<file path="src/rtl/rob_tag_allocator_pkg.sv">
// ---------------------------------------------------------------------------
// rob_tag_allocator_pkg
//
// Shared types and constants for the reorder-buffer tag allocator slice.
//   ROB_ENTRIES : number of in-flight instruction ids (power of two)
//   ID_W        : id width, log2(ROB_ENTRIES)
//   NUM_REGS    : architectural register count
//   REG_W       : architectural register index width
//   rob_id_t    : an in-order instruction id
//   sb_entry_t  : one scoreboard slot {pending, producer id}
// ---------------------------------------------------------------------------
package rob_tag_allocator_pkg;

  localparam int ROB_ENTRIES = 8;
  localparam int ID_W        = $clog2(ROB_ENTRIES);
  localparam int NUM_REGS    = 32;
  localparam int REG_W       = 5;

  typedef logic [ID_W-1:0] rob_id_t;

  typedef struct packed {
    logic    pending;
    rob_id_t id;
  } sb_entry_t;

  // Ids wrap naturally because rob_id_t is exactly log2(ROB_ENTRIES) wide.
  function automatic rob_id_t nextId(rob_id_t cur);
    return cur + rob_id_t'(1);
  endfunction

endpackage

</file>
<file path="src/rtl/rob_tag_allocator_scoreboard.sv">
// ---------------------------------------------------------------------------
// rob_scoreboard
//
// Per-architectural-register producer table. Each slot records whether the
// register has an uncommitted producer and that producer's id.
//
// Ports:
//   clock, reset        : clock, synchronous active-high reset
//   flush_i             : clear every pending bit on the next edge
//   alloc_en_i          : write {1, alloc_id_i} into slot alloc_reg_i
//   alloc_reg_i         : destination register of the allocating instruction
//   alloc_id_i          : id granted to the allocating instruction
//   clr_en_i            : retire request for slot clr_reg_i
//   clr_reg_i           : destination register of the retiring instruction
//   clr_id_i            : id of the retiring instruction
//   rd1_reg_i/rd2_reg_i : lookup registers
//   rd1_pending_o/...   : lookup results (id reads 0 when not pending)
// ---------------------------------------------------------------------------
module rob_scoreboard
  import rob_tag_allocator_pkg::*;
(
  input  logic             clock,
  input  logic             reset,
  input  logic             flush_i,
  input  logic             alloc_en_i,
  input  logic [REG_W-1:0] alloc_reg_i,
  input  rob_id_t          alloc_id_i,
  input  logic             clr_en_i,
  input  logic [REG_W-1:0] clr_reg_i,
  input  rob_id_t          clr_id_i,
  input  logic [REG_W-1:0] rd1_reg_i,
  input  logic [REG_W-1:0] rd2_reg_i,
  output logic             rd1_pending_o,
  output rob_id_t          rd1_id_o,
  output logic             rd2_pending_o,
  output rob_id_t          rd2_id_o
);

  sb_entry_t entries_q [NUM_REGS];
  sb_entry_t rd1Entry;
  sb_entry_t rd2Entry;

  // Slot 0 is never written. Allocation has priority over a retire of the
  // same register, and a retire only clears the slot if the recorded
  // producer is still the retiring instruction (a younger writer survives).
  always_ff @(posedge clock) begin
    if (reset || flush_i) begin
      for (int r = 0; r < NUM_REGS; r++) begin
        entries_q[r] <= '0;
      end
    end else begin
      for (int r = 1; r < NUM_REGS; r++) begin
        if (alloc_en_i && (alloc_reg_i == REG_W'(r))) begin
          entries_q[r] <= '{pending: 1'b1, id: alloc_id_i};
        end else if (clr_en_i && (clr_reg_i == REG_W'(r)) &&
                     (entries_q[r].id == clr_id_i)) begin
          entries_q[r].pending <= 1'b0;
        end
      end
    end
  end

  // Lookups read only registered state; a same-cycle allocation is not
  // forwarded. A stale id is masked to 0 once the slot is no longer pending.
  always_comb begin
    rd1Entry = '0;
    rd2Entry = '0;
    if (rd1_reg_i != '0) rd1Entry = entries_q[rd1_reg_i];
    if (rd2_reg_i != '0) rd2Entry = entries_q[rd2_reg_i];
    rd1_pending_o = rd1Entry.pending;
    rd2_pending_o = rd2Entry.pending;
    rd1_id_o      = rd1Entry.pending ? rd1Entry.id : '0;
    rd2_id_o      = rd2Entry.pending ? rd2Entry.id : '0;
  end

endmodule

</file>
<file path="src/rtl/rob_tag_allocator.sv">
// ---------------------------------------------------------------------------
// rob_tag_allocator
//
// Issue-side companion of the reorder buffer: grants in-order instruction
// ids to decode, tracks occupancy until commit, and keeps a per-register
// producer scoreboard for the ALU/MUL bypass lookups. An exception flushes.
//
// Build option: ROB_ALLOC_CHECK_EN -- when defined, alloc_err latches on a
// commit while empty or a commit whose id is not the head, and simulation
// assertions are enabled. When undefined, alloc_err is tied low.
//
// Ports:
//   clock, reset                    : clock, synchronous active-high reset
//   dec_req_valid / dec_req_ready   : id request handshake
//   dec_instr_id                    : granted id (tail pointer)
//   dec_writes_rf, dec_dest_reg     : destination of the allocating instr
//   dec_src1_reg, dec_src2_reg      : lookup registers
//   dec_src*_pending, dec_src*_id   : lookup results
//   commit_valid, commit_instr_id   : retire of the oldest instruction
//   commit_writes_rf, commit_dest_reg : destination of the retiring instr
//   xcpt_valid                      : flush request
//   rob_full, rob_empty, rob_oldest, rob_count : occupancy view
//   alloc_err                       : sticky protocol error
//
// ID_W must equal the package ID_W and ROB_ENTRIES must equal 2**ID_W; the
// scoreboard entries use the package id type.
// ---------------------------------------------------------------------------
module rob_tag_allocator #(
  parameter int ROB_ENTRIES = rob_tag_allocator_pkg::ROB_ENTRIES,
  parameter int ID_W        = rob_tag_allocator_pkg::ID_W,
  parameter int NUM_REGS    = rob_tag_allocator_pkg::NUM_REGS
) (
  input  logic            clock,
  input  logic            reset,
  input  logic            dec_req_valid,
  output logic            dec_req_ready,
  output logic [ID_W-1:0] dec_instr_id,
  input  logic            dec_writes_rf,
  input  logic [4:0]      dec_dest_reg,
  input  logic [4:0]      dec_src1_reg,
  input  logic [4:0]      dec_src2_reg,
  output logic            dec_src1_pending,
  output logic            dec_src2_pending,
  output logic [ID_W-1:0] dec_src1_id,
  output logic [ID_W-1:0] dec_src2_id,
  input  logic            commit_valid,
  input  logic [ID_W-1:0] commit_instr_id,
  input  logic            commit_writes_rf,
  input  logic [4:0]      commit_dest_reg,
  input  logic            xcpt_valid,
  output logic            rob_full,
  output logic            rob_empty,
  output logic [ID_W-1:0] rob_oldest,
  output logic [ID_W:0]   rob_count,
  output logic            alloc_err
);

  import rob_tag_allocator_pkg::*;

  // ROB_ENTRIES is a power of two, so "full" is just the top count bit.
  localparam logic [ID_W:0] FULL_COUNT = {1'b1, {ID_W{1'b0}}};

  logic [ID_W-1:0] head_q, head_d;
  logic [ID_W-1:0] tail_q, tail_d;
  logic [ID_W:0]   count_q, count_d;
  logic            allocFire;
  logic            commitFire;

  assign rob_full      = (count_q == FULL_COUNT);
  assign rob_empty     = (count_q == '0);
  assign rob_oldest    = head_q;
  assign rob_count     = count_q;
  assign dec_instr_id  = tail_q;
  assign dec_req_ready = ~rob_full & ~xcpt_valid;

  // A commit on an empty buffer or during a flush has no effect.
  assign allocFire  = dec_req_valid & dec_req_ready;
  assign commitFire = commit_valid & ~rob_empty & ~xcpt_valid;

  always_comb begin
    head_d  = head_q;
    tail_d  = tail_q;
    count_d = count_q;
    if (xcpt_valid) begin
      head_d  = '0;
      tail_d  = '0;
      count_d = '0;
    end else begin
      if (commitFire) head_d = nextId(head_q);
      if (allocFire)  tail_d = nextId(tail_q);
      case ({allocFire, commitFire})
        2'b10:   count_d = count_q + (ID_W+1)'(1);
        2'b01:   count_d = count_q - (ID_W+1)'(1);
        default: count_d = count_q;
      endcase
    end
  end

  always_ff @(posedge clock) begin
    if (reset) begin
      head_q  <= '0;
      tail_q  <= '0;
      count_q <= '0;
    end else begin
      head_q  <= head_d;
      tail_q  <= tail_d;
      count_q <= count_d;
    end
  end

  rob_scoreboard u_scoreboard (
    .clock         (clock),
    .reset         (reset),
    .flush_i       (xcpt_valid),
    .alloc_en_i    (allocFire & dec_writes_rf),
    .alloc_reg_i   (dec_dest_reg),
    .alloc_id_i    (tail_q),
    .clr_en_i      (commitFire & commit_writes_rf),
    .clr_reg_i     (commit_dest_reg),
    .clr_id_i      (commit_instr_id),
    .rd1_reg_i     (dec_src1_reg),
    .rd2_reg_i     (dec_src2_reg),
    .rd1_pending_o (dec_src1_pending),
    .rd1_id_o      (dec_src1_id),
    .rd2_pending_o (dec_src2_pending),
    .rd2_id_o      (dec_src2_id)
  );

`ifdef ROB_ALLOC_CHECK_EN
  logic errSet;
  logic err_q;

  // Commits ignored by a flush are not treated as protocol errors.
  assign errSet = commit_valid & ~xcpt_valid &
                  (rob_empty | (commit_instr_id != head_q));

  always_ff @(posedge clock) begin
    if (reset)       err_q <= 1'b0;
    else if (errSet) err_q <= 1'b1;
  end

  assign alloc_err = err_q;

  occupancyBound: assert property (@(posedge clock) disable iff (reset)
    count_q <= FULL_COUNT);
  noAllocWhenFull: assert property (@(posedge clock) disable iff (reset)
    rob_full |-> !allocFire);
`else
  assign alloc_err = 1'b0;
`endif

endmodule

</file>
<file path="config.mk">
export PLATFORM = sky130hd
export DESIGN_NAME = rob_tag_allocator
export DESIGN_NICKNAME = d
export VERILOG_FILES = /design/src/rtl/rob_tag_allocator_pkg.sv /design/src/rtl/rob_tag_allocator_scoreboard.sv /design/src/rtl/rob_tag_allocator.sv
export SDC_FILE = /design/constraint.sdc
export NUM_CORES = 1
export LEC_CHECK = 0
export ABC_AREA = 1
export BUFFER_PORTS_ARGS = -buffer_cell sky130_fd_sc_hd__buf_2
export CAP_MARGIN = 20
export CORE_ASPECT_RATIO = 0.7
export CORE_MARGIN = 3
export CORE_UTILIZATION = 31
export DETAILED_ROUTE_END_ITERATION = 16
export GPL_ROUTABILITY_DRIVEN = 0
export SYNTH_ARGS = -nofsm -noshare
export SYNTH_HDL_FRONTEND = slang
export SYNTH_SLANG_ARGS = --single-unit
</file>
<file path="constraint.sdc">
create_clock -name clock -period 2.4 [get_ports clock]
set_input_delay 0.24 -clock clock [delete_from_list [all_inputs] [get_ports clock]]
set_output_delay 0.24 -clock clock [all_outputs]
set_load 0.01 [all_outputs]
</file>
==> flow_summary.ini <==
[outcome]
run_status = finished clean

[power_and_ir_drop]
power_switching_share_pct = 29.11
seqPwrFrac_pct = 42.9
cellPowerDensity_nw_per_um2 = 567.1
power.static_leakage_nw = 5.060
power.combinational.fraction_pct = 17.2
total_power_mw = 6.358
clockPowerShare_pct = 39.9
p_int_mw = 4.507
power.ir.vdd_worst_v = 0.0004588
net_switching_mw = 1.851

[global_routing]
global_route_wire_length_before_repair_mm = 54.09
track_usage_pct = 21.55
vias_in_the_first_global_route = 9141
antenna_found_initial = 0
grt_max_degree = 52
globalRoute.totalOverflow = 0

[synthesis]
ys.warnings.count = 0
yosys_most_used_dff = edfxtp_1
library_cell_with_the_largest_summed_area_after_synthesis = edfxtp_1
synth.cell_area_um2 = 9703
yosysSeqAreaShare_pct = 40.44
syn-mean-instance-area_um2 = 6.790
syn-instance-count = 1429
synth_most_common_cell = nand2_1
post_synth_most_frequent_cells = 560 x nand2_1, 166 x nand3_1, 140 x nor2_1, 133 x inv_1, 124 x edfxtp_1
syn-num-nets = 1465
leading_cell_types_by_total_area_after_synthesis = edfxtp_1 38%, nand2_1 22%, nand3_1 8.6%, nor2_1 5.4%, inv_1 5.1%
ys_seq_elements = 134
synth_async_sr_flop_share_pct = 0
post_synth_num_cell_types = 39
synth_largest_type_area_fraction_pct = 38.38
count_of_flip_flops_with_a_built_in_enable_after_synthesis = 124

[timing]
setup_viol_count_final = 0
final_critical_path_required_period_ns = 2.212
finalMaxSlewViolations = 0
totalNegativeSetupSlack_ns = 0
timing.fmax_mhz = 452.1
timing.clock.skew_ns = 0.009469
grt_setup_unrepaired = no
finalCritPeriodShare_pct = 92.17
hold_violations = 0
slew_headroom_pct = 54.80
timing_worst_slew_pin_value_ns = 0.6728
setup_slack_ns = 0.1880

[worst_setup_path]
cp_top_family = simple AND/OR/NAND/NOR gates
cp_common_cell = nand2_1
worstPathMaxFanout = 3
slowest_delay_ns = 0.44
cp_slowest_cell = edfxtp_1
timing.critical_path.buf_inv = 3
crit_path_start_kind = flip-flop
worst-endpoint-arrival_ns = 1.97
timing.critical_path.depth = 13
ff2ff_path_depth = 12
path_cells = nand2_1, nand2_1, nand2_1, nand2_1, nand2_1, nand2_1, clkinv_1, nand2_1, nand2_1, nand2_1, nand2_1, inv_1, buf_2
kind_of_capture_point_of_the_worst_setup_path = output pin
cp.required_ns = 2.16
worstSetupPathType = reg2out

[clocking]
maximum_number_of_buffers_from_clock_root_to_sink = 2
clkTransAtPathRegs_ns = 0.06
postCtsSetupBuffers = 0
cts_root_buffer = clkbuf_16
hold_buffers = 0
tritoncts_clock_tree = done
cts_max_level = 4
cts.sink_count = 134
cts_resized = 0
clkLatencyLatePin_ns = 0.45
tritoncts.num_buffers = 17

[placement]
dpl.hpwl_mm = 26.30
place_worst_setup_slack_ns = 0.06665
buffer_ports.inserted = 50

[layout]
number_of_antenna_repair_diodes = 0
drive_gt1_share_pct = 10.47
syn2layout_area_growth_pct = 15.54
design.final.nets = 1513

[floorplanning]
num_io_pins = 52
floorplan.die_area_um2 = 33490
coreArea_um2 = 30440
die_width_um = 217.5
initial_utilization_pct = 31.88
placementRows = 53
dieHeight_um = 154.0

[drt]
post-route-drc-count = 0
detailroute.via_count = 9938
drt-pass1-iter-count = 6
post_drt_wl_per_cell_um = 18.76
average_via_count_per_standard_cell = 5.225
postRouteWirelength_mm = 35.69
postRouteAntennaNets = 0
initialDrtViolationCount = 1534

[min_path]
hold_depth = 4
hold_class = in2reg

[run]
cap_violations = 0
-- worst reg2reg max path, delay by kind of cell, from the launching register on --
| family | cells | cell delay (ns) |
|---|---|---|
| flip-flops | 1 | 0.35 |
| AO/OA/AOI/OAI | 5 | 0.58 |
| AND/OR/NAND/NOR | 4 | 0.48 |
| buffers and inverters | 1 | 0.05 |
| adder cells (fa/ha/maj) | 2 | 0.55 |
-- cell usage in the layout (no fill, tap or decap), drive strengths merged, types with 2 or more instances in the layout --
| cell type | n |
|---|---|
| bufinv | 2 |
| buf | 102 |
| nor3 | 14 |
| o21ai | 29 |
| clkinvlp | 3 |
| dfxtp | 10 |
| nand4 | 13 |
| or2 | 6 |
| clkinv | 12 |
| o22ai | 10 |
| clkbuf | 21 |
| a21oi | 44 |
| nor4 | 7 |
| xor2 | 32 |
| nand3 | 167 |
| ha | 5 |
| o211ai | 3 |
| xnor2 | 15 |
| a211oi | 7 |
| inv | 146 |
| nor2 | 149 |
| nand2 | 562 |
| nor3b | 2 |
| edfxtp | 124 |
-- state kept, by name, indices dropped and copies added (netlist names) --
register,count
rob_count,4
dec_instr_id,3
u_scoreboard.entries_q,124
rob_oldest,3
-- layout make-up --
cell class	count	area, µm²
Tap cell	412	515.5
Fill cell	3273	19230
Multi-Input combinational cell	1070	4842
Clock inverter	11	108.9
Inverter	152	573.1
Sequential cell	134	3924
Clock buffer	21	440.4
Timing Repair Buffer	102	807.0
-- cell families after synthesis --
logic type      Yosys count  share of synthesized area [%]
compound gates           95                          5.326
fa+ha+maj                 6                         0.8511
flops                   134                          40.44
other cells               1                        0.03865
buf+inv                 225                          9.710
xor+xnor                 47                          4.242
simple gates            921                          39.39
-- metal layers --
layer  up-vias  routed length [µm]  global-route usage [%]
met5         -                   0                       0
met4         0                 800                   6.735
met3        68                5308                   7.764
met2       609               13580                   28.47
li1       4659                   -                       -
met1      4602               16000                   32.18
-- worst paths after layout --
check / slack [ns] / to / start
worst min register to register: 0.46 / rob_oldest[2] / rob_oldest[2]
worst min-delay path: 0.28 / u_scoreboard.entries_q[18][0] / reset
worst max-delay path: 0.19 / dec_src2_id[0] / u_scoreboard.entries_q[17][0]
worst max register to register: 0.26 / rob_count[3] / rob_count[1]
-- power by group through the flow --
stage                     Clock (mW)  Sequential [mW]  Combinational [mW]
after floorplan                    0             2.75               0.681
final                           2.54             2.73                1.10
after global routing            2.67             2.74                1.20
after global placement             0             2.77                1.05
after CTS                       2.58             2.72                1.06
after detailed placement           0             2.77                1.06
-- stage by stage --
step                      util (%)  std cells  hold WS, ns  area, µm²
after floorplan                  -       1429       0.4769       9703
after global placement       34.97       1868       0.4542      10640
after detailed placement     34.97       1868       0.4537      10640
after CTS                    36.77       1900       0.2705      11190
after global routing         36.83       1902       0.2836      11210
final                        36.83       1902       0.2771      11210
(Power assumes the default switching activity.)
